--- config.mk ---
export PLATFORM = sky130hd
export DESIGN_NAME = piso_serializer
export DESIGN_NICKNAME = d
export VERILOG_FILES = /design/src/rtl/serializer_pkg.sv /design/src/rtl/bit_counter.sv /design/src/rtl/piso_serializer.sv
export SDC_FILE = /design/constraint.sdc
export NUM_CORES = 1
export LEC_CHECK = 0
export ABC_AREA = 1
export BUFFER_PORTS_ARGS = -buffer_cell sky130_fd_sc_hd__clkbuf_2
export CAP_MARGIN = 25
export CORE_MARGIN = 2
export CORE_UTILIZATION = 45
export DETAILED_ROUTE_END_ITERATION = 8
export MAX_ROUTING_LAYER = met4
export PLACE_DENSITY = 0.76
export SKIP_CTS_REPAIR_TIMING = 1
export SLEW_MARGIN = 20
export SYNTH_ARGS = -nofsm -noshare
export SYNTH_HDL_FRONTEND = slang
export SYNTH_SLANG_ARGS = --single-unit
--- constraint.sdc ---
create_clock -name clk -period 1.8 [get_ports clk]
set_input_delay 0.18 -clock clk [delete_from_list [all_inputs] [get_ports clk]]
set_output_delay 0.18 -clock clk [all_outputs]
set_load 0.01 [all_outputs]
--- src/rtl/serializer_pkg.sv ---
// Shared types and constants for the PISO serializer.
package serializer_pkg;

  localparam int unsigned DefaultWidth = 8;

  typedef enum logic [1:0] {
    StIdle,
    StShift,
    StParity,
    StDone
  } ser_state_t;

endpackage

--- src/rtl/bit_counter.sv ---
// Bit position counter: clears on a new word, counts up while enabled and
// saturates at Width-1 so it never wraps inside a word.
module bit_counter #(
  parameter int unsigned Width = 8,
  localparam int unsigned CntW = $clog2(Width)
) (
  input  logic            clk_i,
  input  logic            rst_ni,
  input  logic            clear_i,
  input  logic            en_i,
  output logic [CntW-1:0] count_o,
  output logic            term_o
);

  logic [CntW-1:0] count_d, count_q;

  assign term_o  = (count_q == CntW'(Width - 1));
  assign count_o = count_q;

  // Next count: clear wins, otherwise advance until the terminal value.
  always_comb begin
    count_d = count_q;
    if (clear_i) begin
      count_d = '0;
    end else if (en_i && !term_o) begin
      count_d = count_q + 1'b1;
    end
  end

  // Counter register.
  always_ff @(posedge clk_i or negedge rst_ni) begin
    if (!rst_ni) begin
      count_q <= '0;
    end else begin
      count_q <= count_d;
    end
  end

endmodule

--- src/rtl/piso_serializer.sv ---
// Parallel-in serial-out serializer, MSB first, with optional even parity
// bit and a one-cycle done pulse after each word.
module piso_serializer
  import serializer_pkg::*;
#(
  parameter int unsigned WIDTH     = DefaultWidth,
  parameter bit          PARITY_EN = 1'b1
) (
  input  logic             clk,
  input  logic             reset,
  input  logic [WIDTH-1:0] data_in,
  input  logic             load_valid,
  output logic             load_ready,
  output logic             sout,
  output logic             sout_bar,
  output logic             frame,
  output logic             done
);

  localparam int unsigned CntW = $clog2(WIDTH);

  ser_state_t       state_d, state_q;
  logic [WIDTH-1:0] sreg_d, sreg_q;
  logic             sout_d, sout_q;
  logic             frame_d, frame_q;
  logic             done_d, done_q;

  logic             accept;
  logic [CntW-1:0]  cnt_count;
  logic             cnt_term;

  assign load_ready = (state_q == StIdle);
  assign accept     = load_valid & load_ready;

  assign sout     = sout_q;
  assign sout_bar = ~sout_q;
  assign frame    = frame_q;
  assign done     = done_q;

  bit_counter #(
    .Width(WIDTH)
  ) u_bit_counter (
    .clk_i  (clk),
    .rst_ni (reset),
    .clear_i(accept),
    .en_i   (state_q == StShift),
    .count_o(cnt_count),
    .term_o (cnt_term)
  );

  // Only the terminal flag steers the FSM; the raw count is informational.
  logic unused_cnt;
  assign unused_cnt = ^cnt_count;

  // Next-state and registered-output logic. The shift register rotates rather
  // than shifts so its XOR stays equal to the parity of the accepted word.
  always_comb begin
    state_d = state_q;
    sreg_d  = sreg_q;
    sout_d  = sout_q;
    frame_d = frame_q;
    done_d  = 1'b0;
    unique case (state_q)
      StIdle: begin
        sout_d  = 1'b1;
        frame_d = 1'b0;
        if (accept) begin
          sreg_d  = data_in;
          sout_d  = data_in[WIDTH-1];
          frame_d = 1'b1;
          state_d = StShift;
        end
      end
      StShift: begin
        if (cnt_term) begin
          if (PARITY_EN) begin
            sout_d  = ^sreg_q;
            state_d = StParity;
          end else begin
            sout_d  = 1'b1;
            frame_d = 1'b0;
            done_d  = 1'b1;
            state_d = StDone;
          end
        end else begin
          sreg_d = {sreg_q[WIDTH-2:0], sreg_q[WIDTH-1]};
          sout_d = sreg_q[WIDTH-2];
        end
      end
      StParity: begin
        sout_d  = 1'b1;
        frame_d = 1'b0;
        done_d  = 1'b1;
        state_d = StDone;
      end
      StDone: begin
        sout_d  = 1'b1;
        frame_d = 1'b0;
        state_d = StIdle;
      end
      default: begin
        sout_d  = 1'b1;
        frame_d = 1'b0;
        state_d = StIdle;
      end
    endcase
  end

  // State and output registers; reset aborts any word in flight.
  always_ff @(posedge clk or negedge reset) begin
    if (!reset) begin
      state_q <= StIdle;
      sreg_q  <= '0;
      sout_q  <= 1'b1;
      frame_q <= 1'b0;
      done_q  <= 1'b0;
    end else begin
      state_q <= state_d;
      sreg_q  <= sreg_d;
      sout_q  <= sout_d;
      frame_q <= frame_d;
      done_q  <= done_d;
    end
  end

endmodule
# Word-level counts from Yosys, hierarchy flattened
# Cells that the tools add are included.
[word_totals] inputBits=11 regBits=16 word_cells=39
[classes] n_eq_ne=7 bitwise_logic=2 addsub=1 n_reduce_logical=9 n_mux=14
[ops] operator="$mux 8" count=2
[ops] operator="$pmux 8 s2" count=1
[ops] operator="$pmux 2 s4" count=1
[ops] operator="$reduce_xor 8->1" count=1
[ops] operator="$mux 3" count=2
[ops] operator="$eq 2x2->1 const B" count=2
[ops] operator="$mux 1" count=4
[ops] operator="$mux 2" count=2
[ops] operator="$ne 2x2->1 const B" count=2
[ops] operator="$reduce_bool 2->1" count=2
[ops] operator="$add 3x1->3 const B" count=1
[ops] operator="$eq 3x3->1 const B" count=1
[ops] operator="$pmux 1 s3" count=1
[ops] operator="$reduce_and 3->1" count=1
[ops] operator="$eq 2x1->1 const B" count=1
[ops] operator="$logic_not 2->1" count=1
[ops] operator="$ne 2x1->1 const B" count=1
[ops] operator="$pmux 1 s2" count=1
[ops] operator="$reduce_and 2->1" count=1
[ops] operator="$reduce_or 2->1" count=1
[ops] operator="$and 1x1->1" count=1
[ops] operator="$logic_and 1x1->1" count=1
[ops] operator="$logic_not 1->1" count=1
[ops] operator="$not 1->1" count=1

# Longest topological paths before layout
# Gate-level depths: netlist of run 1.
[logic_depth] word_depth=5 depth_mapped=9 depth_no_buf=9

# Cells and area by module
# A second synthesis of run 1 with hierarchy kept.
[unflattened] cells_unflattened=140 area_unflattened_um2=1059.8
[modules_own_cells] mod="piso_serializer" instances=1 area_per_inst_um2=884.6 seq_area_each_um2=326.6 cells_per_inst=120
[modules_own_cells] mod="bit_counter" instances=1 area_per_inst_um2=175.2 seq_area_each_um2=75.1 cells_per_inst=20

# Least setup slack after synthesis of run 1
# OpenSTA, ideal clock, no wires.
[synth_timing] path_kind="reg2reg" startpoint="reg u_bit_counter.count_q[0] (netlist: u_bit_counter.count_o[0])" endpoint="reg sreg_q[3]" arrival_ns=1.369 path_slack_ns=0.357 stages_incl_launch_ff=9 path_buffers=1 path_cell_list="dfrtp_1 -> ha_1 -> ha_1 -> nand2_4 -> o21ai_2 -> a21oi_4 -> buf_6 -> o211ai_2 -> o21ai_2"
[synth_via] elab_chain_len=3
[synth_lines] item="start, declared" line_no="bit_counter.sv:15" text="logic [CntW-1:0] count_d, count_q;"
[synth_lines] item="start signal, assigned" line_no="bit_counter.sv:35" text="count_q <= count_d;"
[synth_lines] item="$eq 3x3->1" line_no="bit_counter.sv:17" text="assign term_o = (count_q == CntW'(Width - 1));"
[synth_lines] item="$ne 2x2->1 (no line)"
[synth_lines] item="$reduce_and 3->1 (no line)"
[synth_lines] item="end signal, assigned" line_no="piso_serializer.sv:119" text="sreg_q <= sreg_d;"
[synth_lines] item="end, declared" line_no="piso_serializer.sv:23" text="logic [WIDTH-1:0] sreg_d, sreg_q;"
# Every way passes these cells.
# A chain may end at the register's enable or synchronous reset.

# Worst setup path after layout of run 1
[layout_timing] startpoint="reg state_q[1]" endpoint="reg sout_q (netlist: sout)"
[layout_via] elab_chain_len=4 elab_cells_between_ends=8
[layout_lines] item="start, declared" line_no="piso_serializer.sv:22" text="ser_state_t state_d, state_q;"
[layout_lines] item="start signal, assigned" line_no="piso_serializer.sv:112" text="state_q <= StIdle;"
[layout_lines] item="start signal, assigned" line_no="piso_serializer.sv:118" text="state_q <= state_d;"
[layout_lines] item="$logic_not 2->1" line_no="piso_serializer.sv:32, piso_serializer.sv:63"
[layout_lines] item="$and 1x1->1" line_no="piso_serializer.sv:33" text="assign accept = load_valid & load_ready;"
[layout_lines] item="$mux 1" line_no="piso_serializer.sv:67" text="if (accept) begin"
[layout_lines] item="$pmux 1 s3 (*)" line_no="piso_serializer.sv:63" text="unique case (state_q)"
[layout_lines] item="via sout_d" line_no="piso_serializer.sv:24" text="logic sout_d, sout_q;"
[layout_lines] item="end signal, assigned" line_no="piso_serializer.sv:120" text="sout_q <= sout_d;"
[layout_lines] item="end, declared" line_no="piso_serializer.sv:24"
# Mark *: on every way through the listed nets, which the timed path passes. The rest lies on a longest branch.

==> flow_metrics.tcl, run 1 <==
set metrics [dict create \
    wirelength_um 1880 \
    cts_buffers 3 \
    synth_edf_count 0 \
    ys_types 21 \
    grt_pass1_wl_um 3190 \
    drt-pass1-iter-count 4 \
    relSlewSlack 0.736 \
    antennaDiodeCount 0 \
    whs_path_depth 3 \
    setup_tns_ns 0 \
    synth_ff_type "dfrtp_1" \
    crit_path_end_kind "flop" \
    fin_area_sq_um 1170 \
    synth_area_sq_um 1030 \
    core_sq_um 2190 \
    ant_nets 0 \
    clkSinkCount 16 \
    multi_input_area_sq_um 528 \
    hp-start "data_in[3]" \
    htreeDepth 1 \
    critPathKind "flop to flop" \
    grt_max_degree 18 \
    clock-root-buffer "clkbuf_4" \
    synthMuxAreaShare 0 \
    worstPathArrival_ns 1.79 \
    yosysWarnings 0 \
    areaGrowthSynthToFinish_pct 13.1 \
    min_path_type "primary input to flop" \
    ys_seq_area_frac 0.388 \
    dp_hpwl_um 1520 \
    vias 888 \
    tightest_slew_ns 0.396 \
    synth-xor-area-share 0.00846 \
    synth_top_family_by_area "simple AND/OR/NAND/NOR gates" \
    drtIter0Drc 21 \
    synth_cells 137 \
    wire_per_inst_um 10.1 \
    finalHoldViolations 0 \
    async_reset_ff_frac 1.00 \
    final_common_cell "nand2_1" \
    final_nets 176 \
    r2r-end "sout" \
    startpoint_type "flop" \
    grt_remaining_overflow 0 \
    die_h_um 52.0 \
    cts.clk_slew.worst_paths_ns 0.09 \
    rrSetupSlack_ns 0.21 \
    skew_ns 0.00272 \
    outcome "complete, no violations" \
    grt_pass1_vias 794 \
    drive_gt1_frac 0.185 \
    via_per_inst 4.80 \
    clock_latency_ns 0.28 \
    finalCritPeriodShare 0.881 \
    drv_cap 0 \
    synthAdderAreaFrac 0.0846 \
    placed_cell_area_sq_um 1110 \
    layout_min_cycle_time_ns 1.59 \
    clk_path_buf_depth 2 \
    cp.required_ns 2.01 \
    num_rows 17 \
    regArea_sq_um 402 \
    synth-compound-area-share 0.146 \
    final_cell_mix "nand2_1 (55), inv_1 (17), dfrtp_1 (15), clkbuf_2 (15), o21ai_0 (9)" \
    rsz0062_at_grt "no" \
    hold_end "sreg_q[3]" \
    start_util 0.472 \
    cts_tree "yes" \
    fillers 219 \
    synthSimpleGateAreaFrac 0.271 \
    synth_seq_cells 16 \
    critPathMaxFanout 17 \
    ios 16 \
    die_w_um 52.0 \
    dieArea_sq_um 2700 \
    slew_violations 0 \
    gp_congestion 0.794 \
    fmax_mhz 631 \
    setup_violations 0 \
    r2r_start "state_q[1]" \
    p_per_area_nw_per_um2 1830 \
    reg2regPathDepth 7 \
    grt.total_usage 0.162 \
    drc 0 \
    io_buffers 15 \
    synth_area_per_cell_sq_um 7.55 \
    antenna_found_initial 0 \
    postSynthNetCount 155 \
    p_leak_uw 0.000670 \
    peakVddDrop_v 0.00104 \
]
## kinds of logic (layout without fill, tap and decap cells)
kind of cell | count (synthesis) | after routing
AO/OA/AOI/OAI | 22 | 22
flip-flops | 16 | 16
XOR/XNOR | 1 | 1
adder cells (fa/ha/maj) | 7 | 7
buffers and inverters | 21 | 41
AND/OR/NAND/NOR | 70 | 70
## worst max-delay path: stages, from the launching register on
cell	delay [ns]
dfrtp_1	0.41
inv_1	0.13
ha_1	0.29
buf_4	0.25
nand2_1	0.09
o21ai_0	0.15
nor2_1	0.05
a21oi_1	0.14
## routing by layer
| layer | vias up | track usage | part of all wire |
|---|---|---|---|
| li1 | 466 | - | - |
| met1 | 403 | 0.191 | 0.45 |
| met2 | 15 | 0.276 | 0.52 |
| met3 | 4 | 0.0172 | 0.022 |
| met4 | 0 | 0.0789 | 0.014 |
| met5 | - | - | 0 |
## power by group
group | switching [uW] | internal [uW]
registers | 112 | 543
logic | 782 | 510
clock network | 105 | 85.8
total | 999 | 1140
## layout make-up
class | count | share of cell area
Clock buffer | 4 | 0.0225
Inverter | 17 | 0.0545
Multi-Input combinational cell | 100 | 0.451
Sequential cell | 16 | 0.343
Tap cell | 28 | 0.0299
Timing Repair Buffer | 20 | 0.0984
## flip-flops by register name, summed over array words and instances, names as in the netlist
name	flops
state_q	2
sreg_q	8
u_bit_counter.count_o	3
done	1
frame	1
sout	1
## worst max-delay path by stage
stage	start	endpoint	slack (ns)	cells after the start
floorplan	u_bit_counter.count_o[0]	sreg_q[3]	0.36	8
global placement	state_q[1]	sout	0.25	7
detailed placement	u_bit_counter.count_o[0]	sreg_q[0]	0.15	7
CTS	u_bit_counter.count_o[0]	sreg_q[0]	0.11	7
global route	state_q[1]	sout	0.08	7
finish	state_q[1]	sout	0.21	7
## through the flow
stage	hold WS, ns	total power, uW	setup slack (ns)	instances	utilization
2_1_floorplan	-0.116	1680	0.357	137	-
3_3_place_gp	0.115	1810	0.248	177	0.507
3_5_place_dp	0.120	1890	0.146	177	0.507
4_1_cts	-0.191	2080	0.112	181	0.519
5_1_grt	0.134	2370	0.0760	185	0.534
6_report	0.145	2140	0.214	185	0.534
## synthesized netlist by cell type, types with 2 or more instances
library cell / number / share of area
a21oi_1: 3 / 0.015
buf_6: 2 / 0.022
dfrtp_1: 15 / 0.36
ha_1: 7 / 0.085
inv_1: 17 / 0.062
nand2_1: 55 / 0.20
nand3_1: 3 / 0.015
nor2_1: 8 / 0.029
o211ai_1: 6 / 0.044
o21ai_0: 9 / 0.044
o21ai_2: 2 / 0.017
No activity file was read; power rests on OpenSTA's default activity.
==> run 2: changes to the inputs <==
CORE_UTILIZATION = 55   (was 45)
PLACE_DENSITY = 0.88   (was 0.76)
RECOVER_POWER = 100   (was unset)
==> flow_metrics.tcl, run 2 (synthesis gave the netlist of run 1 again) <==
set metrics [dict create \
    finalCritPeriodShare 0.937 \
    io_buffers 15 \
    grt.total_usage 0.221 \
    gp_congestion 0.839 \
    die_w_um 47.4 \
    crit_path_end_kind "flop" \
    antenna_found_initial 0 \
    rsz0062_at_grt "no" \
    vias 935 \
    peakVddDrop_v 0.00108 \
    final_cell_mix "nand2_1 (56), inv_1 (17), dfrtp_1 (15)" \
    largest_reg_flops 8 \
    p_per_area_nw_per_um2 1920 \
    fillers 155 \
    cp.required_ns 1.99 \
    critPathMaxFanout 6 \
    ant_nets 0 \
    cts_buffers 3 \
    p_leak_uw 0.000665 \
    hold_slack_ns 0.127 \
    core_sq_um 1750 \
    tightest_slew_ns 0.848 \
    drc 0 \
    drt-pass1-iter-count 4 \
    wire_per_inst_um 11.6 \
    dieArea_sq_um 2240 \
    outcome "complete, no violations" \
    min_path_type "primary input to flop" \
    grt_pass1_vias 801 \
    critPathKind "flop to flop" \
    grt_max_degree 17 \
    cts.clk_slew.worst_paths_ns 0.09 \
    clock-root-buffer "clkbuf_4" \
    relSlewSlack 0.435 \
    ios 16 \
    clk_path_buf_depth 2 \
    setup_tns_ns 0 \
    drive_gt1_frac 0.157 \
    dp_hpwl_um 1550 \
    final_common_cell "nand2_1" \
    startpoint_type "flop" \
    antennaDiodeCount 0 \
    cts_tree "yes" \
    num_rows 15 \
    die_h_um 47.4 \
    setup_violations 0 \
    postLayoutCoreUtil 0.672 \
    start_util 0.593 \
    final_nets 178 \
    layout_min_cycle_time_ns 1.69 \
    fmax_mhz 593 \
    grt_pass1_wl_um 3240 \
    clock_latency_ns 0.30 \
    clkSinkCount 16 \
    drtIter0Drc 24 \
    worstPathArrival_ns 1.88 \
    slew_violations 0 \
    wirelength_um 2130 \
    regMostFlops "sreg_q" \
    drv_cap 0 \
    via_per_inst 5.08 \
    skew_ns 0.00378 \
    htreeDepth 1 \
    dp_cells 174 \
    layout.cells.non_filler 184 \
    areaGrowthSynthToFinish_pct 13.4 \
    finalHoldViolations 0 \
    grt_remaining_overflow 0 \
]
-- run 2: worst paths after layout --
kind | slack (ns) | end | start | cells after the start
min in group asynchronous | 0.49 | u_bit_counter.count_o[0] | reset | 2
max reg2reg | 0.11 | sreg_q[3] | state_q[1] | 7
max | 0.11 | sreg_q[3] | state_q[1] | 7
min | 0.13 | sreg_q[3] | data_in[3] | 3
max in group asynchronous | 0.79 | sreg_q[5] | reset | 2
min reg2reg | 0.51 | frame | frame | 2
-- run 2: worst max-delay path, cell delays in order, from the launching register on --
cell and delay (ns):
dfrtp_1 0.41, inv_1 0.13, ha_1 0.34, o21ai_2 0.12, a21oi_2 0.24, buf_4 0.19, buf_4 0.11, o21ai_2 0.04
-- run 2: cell type report --
type / count / area (sq um) / share of cell area
Sequential cell: 16 / 402 / 0.342
Inverter: 17 / 63.8 / 0.0544
Clock buffer: 4 / 36.3 / 0.0309
Timing Repair Buffer: 22 / 123 / 0.104
Tap cell: 25 / 31.3 / 0.0267
Multi-Input combinational cell: 100 / 518 / 0.441
-- run 2: stage by stage --
stage	power (uW)	worst slack, ns	cell area [sq um]
floorplan	1680	0.357	1030
global placement	1810	0.248	1110
detailed placement	1910	0.140	1110
CTS	2160	0.103	1140
global route	2460	0.0108	1170
finish	2250	0.113	1170
-- run 2: per-layer routing --
metal  GRT usage  up-vias  routed length (um)
li1            -      476                   -
met2       0.378       11                1090
met4       0.117        0                  43
met3      0.0231        5                  54
met1       0.249      443                 947
met5           -        -                   0
-- run 2: where the power goes --
| group | internal, uW | switching (uW) | total [uW] |
|---|---|---|---|
| Combinational | 524 | 823 | 1350 |
| Sequential | 543 | 115 | 658 |
| Clock | 124 | 122 | 246 |
| Total | 1190 | 1060 | 2250 |
